===== config.mk =====
export PLATFORM = sky130hd
export DESIGN_NAME = dma_chan_ctl_flat
export DESIGN_NICKNAME = d
export VERILOG_FILES = /design/src/rtl/dma_chan_ctl_pkg.sv /design/src/rtl/dma_chan_ctl_if.sv /design/src/rtl/dma_chan_ctl_addr_gen.sv /design/src/rtl/dma_chan_ctl.sv /design/src/flat_wrapper.sv
export SDC_FILE = /design/constraint.sdc
export NUM_CORES = 1
export LEC_CHECK = 0
export CAP_MARGIN = 20
export CORE_ASPECT_RATIO = 1.25
export CORE_MARGIN = 3
export CORE_UTILIZATION = 26
export CTS_CLUSTER_SIZE = 20
export DETAILED_ROUTE_END_ITERATION = 10
export PLACE_DENSITY = 0.45
export SYNTH_ARGS = -nofsm -noshare
export SYNTH_HDL_FRONTEND = slang
export SYNTH_HIERARCHICAL = 1
export SYNTH_SLANG_ARGS = --single-unit

===== constraint.sdc =====
create_clock -name clk -period 1.8 [get_ports clk]
set_input_delay 0.18 -clock clk [delete_from_list [all_inputs] [get_ports clk]]
set_output_delay 0.18 -clock clk [all_outputs]
set_load 0.02 [all_outputs]

===== src/rtl/dma_chan_ctl_pkg.sv =====
// Shared types and register map for the DMA channel sequencer.
// Register offsets, CTRL/STATUS bit positions and FSM state encoding.
package dma_chan_ctl_pkg;

  typedef enum logic [2:0] {
    ST_IDLE     = 3'd0,
    ST_ISSUE    = 3'd1,
    ST_WAIT_EOP = 3'd2,
    ST_ADVANCE  = 3'd3,
    ST_DONE     = 3'd4
  } state_t;

  localparam logic [2:0] REG_SRC    = 3'd0;
  localparam logic [2:0] REG_DST    = 3'd1;
  localparam logic [2:0] REG_LEN    = 3'd2;
  localparam logic [2:0] REG_CTRL   = 3'd3;
  localparam logic [2:0] REG_STATUS = 3'd4;
  localparam logic [2:0] REG_REMAIN = 3'd5;

  localparam int CTRL_START   = 0;
  localparam int CTRL_MODE_LO = 1;
  localparam int CTRL_MODE_HI = 2;
  localparam int CTRL_IE      = 3;
  localparam int CTRL_ABORT   = 4;

  localparam int STAT_BUSY    = 0;
  localparam int STAT_DONE    = 1;
  localparam int STAT_ABORTED = 2;

endpackage


===== src/rtl/dma_chan_ctl_if.sv =====
// CPU register port and engine request/complete port of the DMA channel.
// Engine handshake: dreq_ low for exactly one clk requests one word; the engine answers
// later with eop_ low, which the channel samples only while waiting for that word.
interface dma_chan_ctl_if #(
  parameter int ADDR_W = 16,
  parameter int DATA_W = 16
);
  logic              cs;
  logic              we;
  logic [2:0]        regsel;
  logic [DATA_W-1:0] wdata;
  logic [DATA_W-1:0] rdata;
  logic [ADDR_W-1:0] dsaddr;
  logic [ADDR_W-1:0] ddaddr;
  logic [1:0]        dmode;
  logic              dreq_;
  logic              eop_;
  logic              irq;

  modport master (
    output cs, we, regsel, wdata, eop_,
    input  rdata, dsaddr, ddaddr, dmode, dreq_, irq
  );

  modport slave (
    input  cs, we, regsel, wdata, eop_,
    output rdata, dsaddr, ddaddr, dmode, dreq_, irq
  );
endinterface


===== src/rtl/dma_chan_ctl_addr_gen.sv =====
// Source/destination address counters and remaining-word counter for one DMA channel.
module dma_chan_ctl_addr_gen #(
  parameter int ADDR_W = 16,
  parameter int LEN_W  = 8
) (
  input  logic              clk,
  input  logic              reset,
  input  logic              src_ld,
  input  logic              dst_ld,
  input  logic [ADDR_W-1:0] ld_data,
  input  logic              rem_ld,
  input  logic [LEN_W-1:0]  rem_data,
  input  logic              step,
  input  logic              src_inc,
  input  logic              dst_inc,
  output logic [ADDR_W-1:0] src,
  output logic [ADDR_W-1:0] dst,
  output logic [LEN_W-1:0]  remain,
  output logic              rem_last
);

  // High when the current step takes the count to zero.
  assign rem_last = (remain == LEN_W'(1));

  always_ff @(posedge clk or posedge reset) begin
    if (reset) begin
      src    <= '0;
      dst    <= '0;
      remain <= '0;
    end else begin
      if (src_ld)    src <= ld_data;
      else if (step) src <= src + ADDR_W'(src_inc);
      if (dst_ld)    dst <= ld_data;
      else if (step) dst <= dst + ADDR_W'(dst_inc);
      if (rem_ld)    remain <= rem_data;
      else if (step) remain <= remain - LEN_W'(1);
    end
  end

endmodule


===== src/rtl/dma_chan_ctl.sv =====
// CPU-programmed DMA channel sequencer: one single-word request per word, irq at block end.
// Optional feature macro: DMACH_ABORT_EN (CTRL.abort / STATUS.aborted).
module dma_chan_ctl
  import dma_chan_ctl_pkg::*;
#(
  parameter int ADDR_W = 16,
  parameter int DATA_W = 16,
  parameter int LEN_W  = 8
) (
  input  logic           clk,
  input  logic           reset,
  dma_chan_ctl_if.slave  bus,
  output state_t         dbg_state
);

  state_t            state, next_state;
  logic [LEN_W-1:0]  len_reg;
  logic [1:0]        mode;
  logic              ie, done;
  logic              abort_flag, aborted, abort_now;
  logic [ADDR_W-1:0] src, dst;
  logic [LEN_W-1:0]  remain;
  logic              rem_last, busy, cpu_wr, cpu_rd, ctrl_wr, start_wr, w1c_done, done_set;
  logic [DATA_W-1:0] rd_mux, rdata_q;

  assign busy     = (state == ST_ISSUE) || (state == ST_WAIT_EOP) || (state == ST_ADVANCE);
  assign cpu_wr   = bus.cs & bus.we;
  assign cpu_rd   = bus.cs & ~bus.we;
  assign ctrl_wr  = cpu_wr && (bus.regsel == REG_CTRL);
  assign start_wr = ctrl_wr && bus.wdata[CTRL_START] && !busy;
  assign w1c_done = cpu_wr && (bus.regsel == REG_STATUS) && bus.wdata[STAT_DONE];
  assign done_set = (start_wr && (len_reg == '0)) ||
                    ((state == ST_ADVANCE) && (next_state == ST_DONE));

  dma_chan_ctl_addr_gen #(.ADDR_W(ADDR_W), .LEN_W(LEN_W)) u_addr_gen (
    .clk      (clk),
    .reset    (reset),
    .src_ld   (cpu_wr && (bus.regsel == REG_SRC) && !busy),
    .dst_ld   (cpu_wr && (bus.regsel == REG_DST) && !busy),
    .ld_data  (bus.wdata[ADDR_W-1:0]),
    .rem_ld   (start_wr),
    .rem_data (len_reg),
    .step     (state == ST_ADVANCE),
    .src_inc  (mode[0]),
    .dst_inc  (mode[1]),
    .src      (src),
    .dst      (dst),
    .remain   (remain),
    .rem_last (rem_last)
  );

  always_ff @(posedge clk or posedge reset) begin
    if (reset) state <= ST_IDLE;
    else       state <= next_state;
  end

  always_comb begin
    next_state = state;
    case (state)
      ST_IDLE, ST_DONE: begin
        if (start_wr)             next_state = (len_reg == '0) ? ST_DONE : ST_ISSUE;
        else if (state == ST_DONE) next_state = ST_IDLE;
      end
      ST_ISSUE:    next_state = ST_WAIT_EOP;
      ST_WAIT_EOP: if (!bus.eop_) next_state = ST_ADVANCE;
      ST_ADVANCE:  next_state = (rem_last || abort_now) ? ST_DONE : ST_ISSUE;
      default:     next_state = ST_IDLE;
    endcase
  end

`ifdef DMACH_ABORT_EN
  logic abort_wr;
  assign abort_wr  = ctrl_wr && bus.wdata[CTRL_ABORT] && busy;
  assign abort_now = abort_flag | abort_wr;

  always_ff @(posedge clk or posedge reset) begin
    if (reset) begin
      abort_flag <= 1'b0;
      aborted    <= 1'b0;
    end else if (start_wr) begin
      abort_flag <= 1'b0;
      aborted    <= 1'b0;
    end else begin
      if (abort_wr) abort_flag <= 1'b1;
      if ((state == ST_ADVANCE) && abort_now) aborted <= 1'b1;
    end
  end
`else
  assign abort_flag = 1'b0;
  assign aborted    = 1'b0;
  assign abort_now  = 1'b0;
`endif

  // Set beats W1C when both land on the same edge.
  always_ff @(posedge clk or posedge reset) begin
    if (reset) begin
      len_reg <= '0;
      mode    <= '0;
      ie      <= 1'b0;
      done    <= 1'b0;
      rdata_q <= '0;
    end else begin
      if (cpu_wr && (bus.regsel == REG_LEN) && !busy) len_reg <= bus.wdata[LEN_W-1:0];
      if (ctrl_wr) begin
        ie <= bus.wdata[CTRL_IE];
        if (!busy) mode <= bus.wdata[CTRL_MODE_HI:CTRL_MODE_LO];
      end
      if (done_set)                done <= 1'b1;
      else if (start_wr || w1c_done) done <= 1'b0;
      if (cpu_rd) rdata_q <= rd_mux;
    end
  end

  always_comb begin
    rd_mux = '0;
    case (bus.regsel)
      REG_SRC:    rd_mux = DATA_W'(src);
      REG_DST:    rd_mux = DATA_W'(dst);
      REG_LEN:    rd_mux = DATA_W'(len_reg);
      REG_CTRL: begin
        rd_mux[CTRL_ABORT]                = abort_flag;
        rd_mux[CTRL_IE]                   = ie;
        rd_mux[CTRL_MODE_HI:CTRL_MODE_LO] = mode;
      end
      REG_STATUS: begin
        rd_mux[STAT_ABORTED] = aborted;
        rd_mux[STAT_DONE]    = done;
        rd_mux[STAT_BUSY]    = busy;
      end
      REG_REMAIN: rd_mux = DATA_W'(remain);
      default:    rd_mux = '0;
    endcase
  end

  assign bus.rdata  = rdata_q;
  assign bus.dsaddr = src;
  assign bus.ddaddr = dst;
  assign bus.dmode  = mode;
  assign bus.dreq_  = (state != ST_ISSUE);
  assign bus.irq    = done & ie;
  assign dbg_state  = state;

endmodule


===== src/flat_wrapper.sv =====
// flat-port wrapper written by rule: the top's interface ports become plain ports
module dma_chan_ctl_flat import dma_chan_ctl_pkg::*;
#(
  parameter int ADDR_W = 16,
  parameter int DATA_W = 16,
  parameter int LEN_W  = 8
)
  (clk, reset, dbg_state, bus_cs, bus_we, bus_regsel, bus_wdata, bus_eop_, bus_rdata, bus_dsaddr, bus_ddaddr, bus_dmode, bus_dreq_, bus_irq);
  dma_chan_ctl_if #(.ADDR_W(ADDR_W), .DATA_W(DATA_W)) bus_i ();
  input  logic clk;
  input  logic reset;
  output state_t dbg_state;
  input wire logic [$bits(bus_i.cs)-1:0] bus_cs;
  input wire logic [$bits(bus_i.we)-1:0] bus_we;
  input wire logic [$bits(bus_i.regsel)-1:0] bus_regsel;
  input wire logic [$bits(bus_i.wdata)-1:0] bus_wdata;
  input wire logic [$bits(bus_i.eop_)-1:0] bus_eop_;
  output wire logic [$bits(bus_i.rdata)-1:0] bus_rdata;
  output wire logic [$bits(bus_i.dsaddr)-1:0] bus_dsaddr;
  output wire logic [$bits(bus_i.ddaddr)-1:0] bus_ddaddr;
  output wire logic [$bits(bus_i.dmode)-1:0] bus_dmode;
  output wire logic [$bits(bus_i.dreq_)-1:0] bus_dreq_;
  output wire logic [$bits(bus_i.irq)-1:0] bus_irq;
  assign bus_i.cs = bus_cs;
  assign bus_i.we = bus_we;
  assign bus_i.regsel = bus_regsel;
  assign bus_i.wdata = bus_wdata;
  assign bus_i.eop_ = bus_eop_;
  assign bus_rdata = bus_i.rdata;
  assign bus_dsaddr = bus_i.dsaddr;
  assign bus_ddaddr = bus_i.ddaddr;
  assign bus_dmode = bus_i.dmode;
  assign bus_dreq_ = bus_i.dreq_;
  assign bus_irq = bus_i.irq;
  dma_chan_ctl #(.ADDR_W(ADDR_W), .DATA_W(DATA_W), .LEN_W(LEN_W)) u_core (.clk(clk), .reset(reset), .bus(bus_i), .dbg_state(dbg_state));
endmodule

==> results.sh <==
export IMPL_status="finished with violations"
export IMPL_violations="negative setup slack"
export IMPL_post_drt_via_cell_ratio=4.87
export IMPL_syn_area_per_cell_sq_um=9.42
export IMPL_period_minus_slack_ns=1.87
export IMPL_io_pins=79
export IMPL_worstHoldPathType="in2async"
export IMPL_finClkSkew_ns=0.00471
export IMPL_drc=0
export IMPL_p_leak_nw=2.34
export IMPL_die_area_sq_mm=0.0165
export IMPL_dr_pass1_iters=4
export IMPL_r2r_cells=5
export IMPL_grtUsageTotal_pct=16.6
export IMPL_overflow=0
export IMPL_dp_slack_ns=-0.167
export IMPL_antenna_found_initial=0
export IMPL_dr_total_vias=3582
export IMPL_worstSetupPathType="reg2reg"
export IMPL_cp_end_kind="flip-flop"
export IMPL_dpl_cell_area_sq_mm=0.00537
export IMPL_synth_main_ff_cell="dfrtp_1"
export IMPL_setup_viol_count_final=2
export IMPL_numPortBuffers=78
export IMPL_max_slew_margin_pct=63.8
export IMPL_cts_hold_fix_buffers=0
export IMPL_ys_seq_area_share_pct=45.5
export IMPL_drive_gt1_share_pct=23.7
export IMPL_synthCells=415
export IMPL_diodes=0
export IMPL_yosysTopAreaCell="dfrtp_1"
export IMPL_yosysMostFrequentCell="dfrtp_1"
export IMPL_cts_root_buf="clkbuf_16"
export IMPL_dieWidth_um=116
export IMPL_numCtsBuffers=9
export IMPL_synth_edf_count=0
export IMPL_final_area_sq_mm=0.00581
export IMPL_worst_pin_slew_ns=0.543
export IMPL_cts_sinks=71
export IMPL_ant_nets=0
export IMPL_grt_pass1_wl_um=21100
export IMPL_path_clk_slew_ns=0.06
export IMPL_ys_warnings_count=6
export IMPL_rows=49
export IMPL_crit_arrival_ns=2.12
export IMPL_ir_drop_mv=0.618
export IMPL_synth_top_cell_area_share_pct=45.5
export IMPL_syn_to_final_growth_pct=48.8
export IMPL_cts_tree="done"
export IMPL_place_congestion=0.799
export IMPL_worstPathRequired_ns=2.05
export IMPL_dr_first_iter_drc_count=184
export IMPL_setup_ws_ns=-0.0696
export IMPL_dieHeight_um=143
export IMPL_grt_setup_unrepaired="true"
export IMPL_cts_path_max_buffers=2
export IMPL_start_util_pct=26.9
export IMPL_nFillCells=1473
export IMPL_synth_area_top_cells="dfrtp_1 45%, o21ai_0 6.4%, nand2_1 6.2%, xnor2_1 4.7%, mux2i_1 4.4%"
export IMPL_core_area_sq_mm=0.0145
export IMPL_grt_pass1_vias=3646
export IMPL_yosys_top_cells_count="71 x dfrtp_1, 65 x nand2_1, 50 x o21ai_0"
export IMPL_synth_net_count=445
export IMPL_nets=583
export IMPL_ys_types=49
export IMPL_ys_ff_latch=71
export IMPL_drv_slew=0
export IMPL_cp_start_kind="flip-flop"
export IMPL_detail_route_wirelength_um=13400
export IMPL_maxCapViolations=0
export IMPL_ys_async_sr_fraction_pct=100
export IMPL_netlist_area_sq_mm=0.00391
export IMPL_max_freq_ghz=0.535
export IMPL_hold_violations=0
export IMPL_h_tree_depth=3
export IMPL_power_mw=9.28
export IMPL_fin_crit_sh_pct=104
export IMPL_post_route_util_pct=40.0
export IMPL_post_dp_hpwl_um=10300
export IMPL_clkLatencyLatePin_ns=0.33
export IMPL_wl_per_cell_um=18.3
export IMPL_power_density_mw_per_mm2=1600
export IMPL_cp_max_fo=5
export IMPL_grt_max_degree=41
critical path: stages (launching register included):
cell,delay [ns]
dfrtp_2,0.39
and3b_2,0.29
nand3_4,0.10
or4_4,0.56
or3_1,0.32
a31oi_1,0.14
placed cells by master (no fill, tap or decap), types with 5 or more instances in the layout:
cell             count
a21oi_1              9
a22oi_1              5
buf_4               66
clkbuf_16            9
clkdlybuf4s50_1     76
dfrtp_1             68
inv_1               13
mux2_2              13
mux2i_1             17
nand2_1             65
nand3_1              6
nand4_1             13
nor2_1              18
nor3_2               5
o21ai_0             48
xnor2_1             21
xor2_1              12
timing repair:
item,in CTS,in global routing
gates resized for setup,10,20
buffers inserted,0,2
pin swaps,1,1
setup endpoints to repair,9,19
gates cloned,0,1
metal layers:
layer	global-route usage (%)	up-vias	share of wire [%]
met5	0	-	0
li1	-	1762	-
met3	2.92	14	4.3
met1	23.0	1720	46
met2	26.6	86	49
met4	4.83	0	1.5
path summary, 6_finish.rpt:
check                                                 end                 from  slack, ns
max in group asynchronous        u_core/u_addr_gen/dst[0]                reset       1.10
worst min-delay path                 u_core/bus.rdata[13]                reset       0.26
worst min register to register        u_core/bus.rdata[8]  u_core/bus.rdata[8]       0.48
worst max register to register  u_core/u_addr_gen/src[13]  u_core/dbg_state[2]      -0.07
worst max-delay path            u_core/u_addr_gen/src[13]  u_core/dbg_state[2]      -0.07
min in group clk                u_core/u_addr_gen/src[14]        bus_wdata[14]       0.46
layout make-up:
| class | instances | area (sq um) | share of cell area [%] |
|---|---|---|---|
| Clock buffer | 12 | 267 | 4.58 |
| Clock inverter | 3 | 17.5 | 0.301 |
| Inverter | 13 | 48.8 | 0.839 |
| Multi-Input combinational cell | 311 | 2160 | 37.2 |
| Sequential cell | 71 | 1780 | 30.6 |
| Tap cell | 178 | 223 | 3.83 |
| Timing Repair Buffer | 147 | 1320 | 22.6 |
where the power goes:
group | internal, mW | total (mW) | switching (mW)
registers | 2.26 | 3.02 | 0.766
clock network | 1.03 | 1.69 | 0.659
logic | 2.18 | 4.57 | 2.39
total | 5.47 | 9.28 | 3.81
through the flow:
stage	hold slack, ns	setup TNS (ns)	std cells
after global placement	0.468	-1.11	717
final	0.259	-0.127	735
after detailed placement	0.474	-1.25	717
after global routing	0.334	-0.493	735
after floorplan	0.283	-0.217	415
after CTS	0.273	-0.138	732
logic make-up (layout without fill, tap and decap cells):
family / count (synthesis) / count (layout) / share of synthesized area (%)
flops: 71 / 71 / 45.5
fa+ha+maj: 6 / 6 / 1.92
buf+inv: 33 / 175 / 3.59
mux: 30 / 30 / 8.10
simple gates: 153 / 153 / 19.8
compound gates: 89 / 89 / 13.7
xor+xnor: 33 / 33 / 7.39
Power figures use the tool's default switching activity.
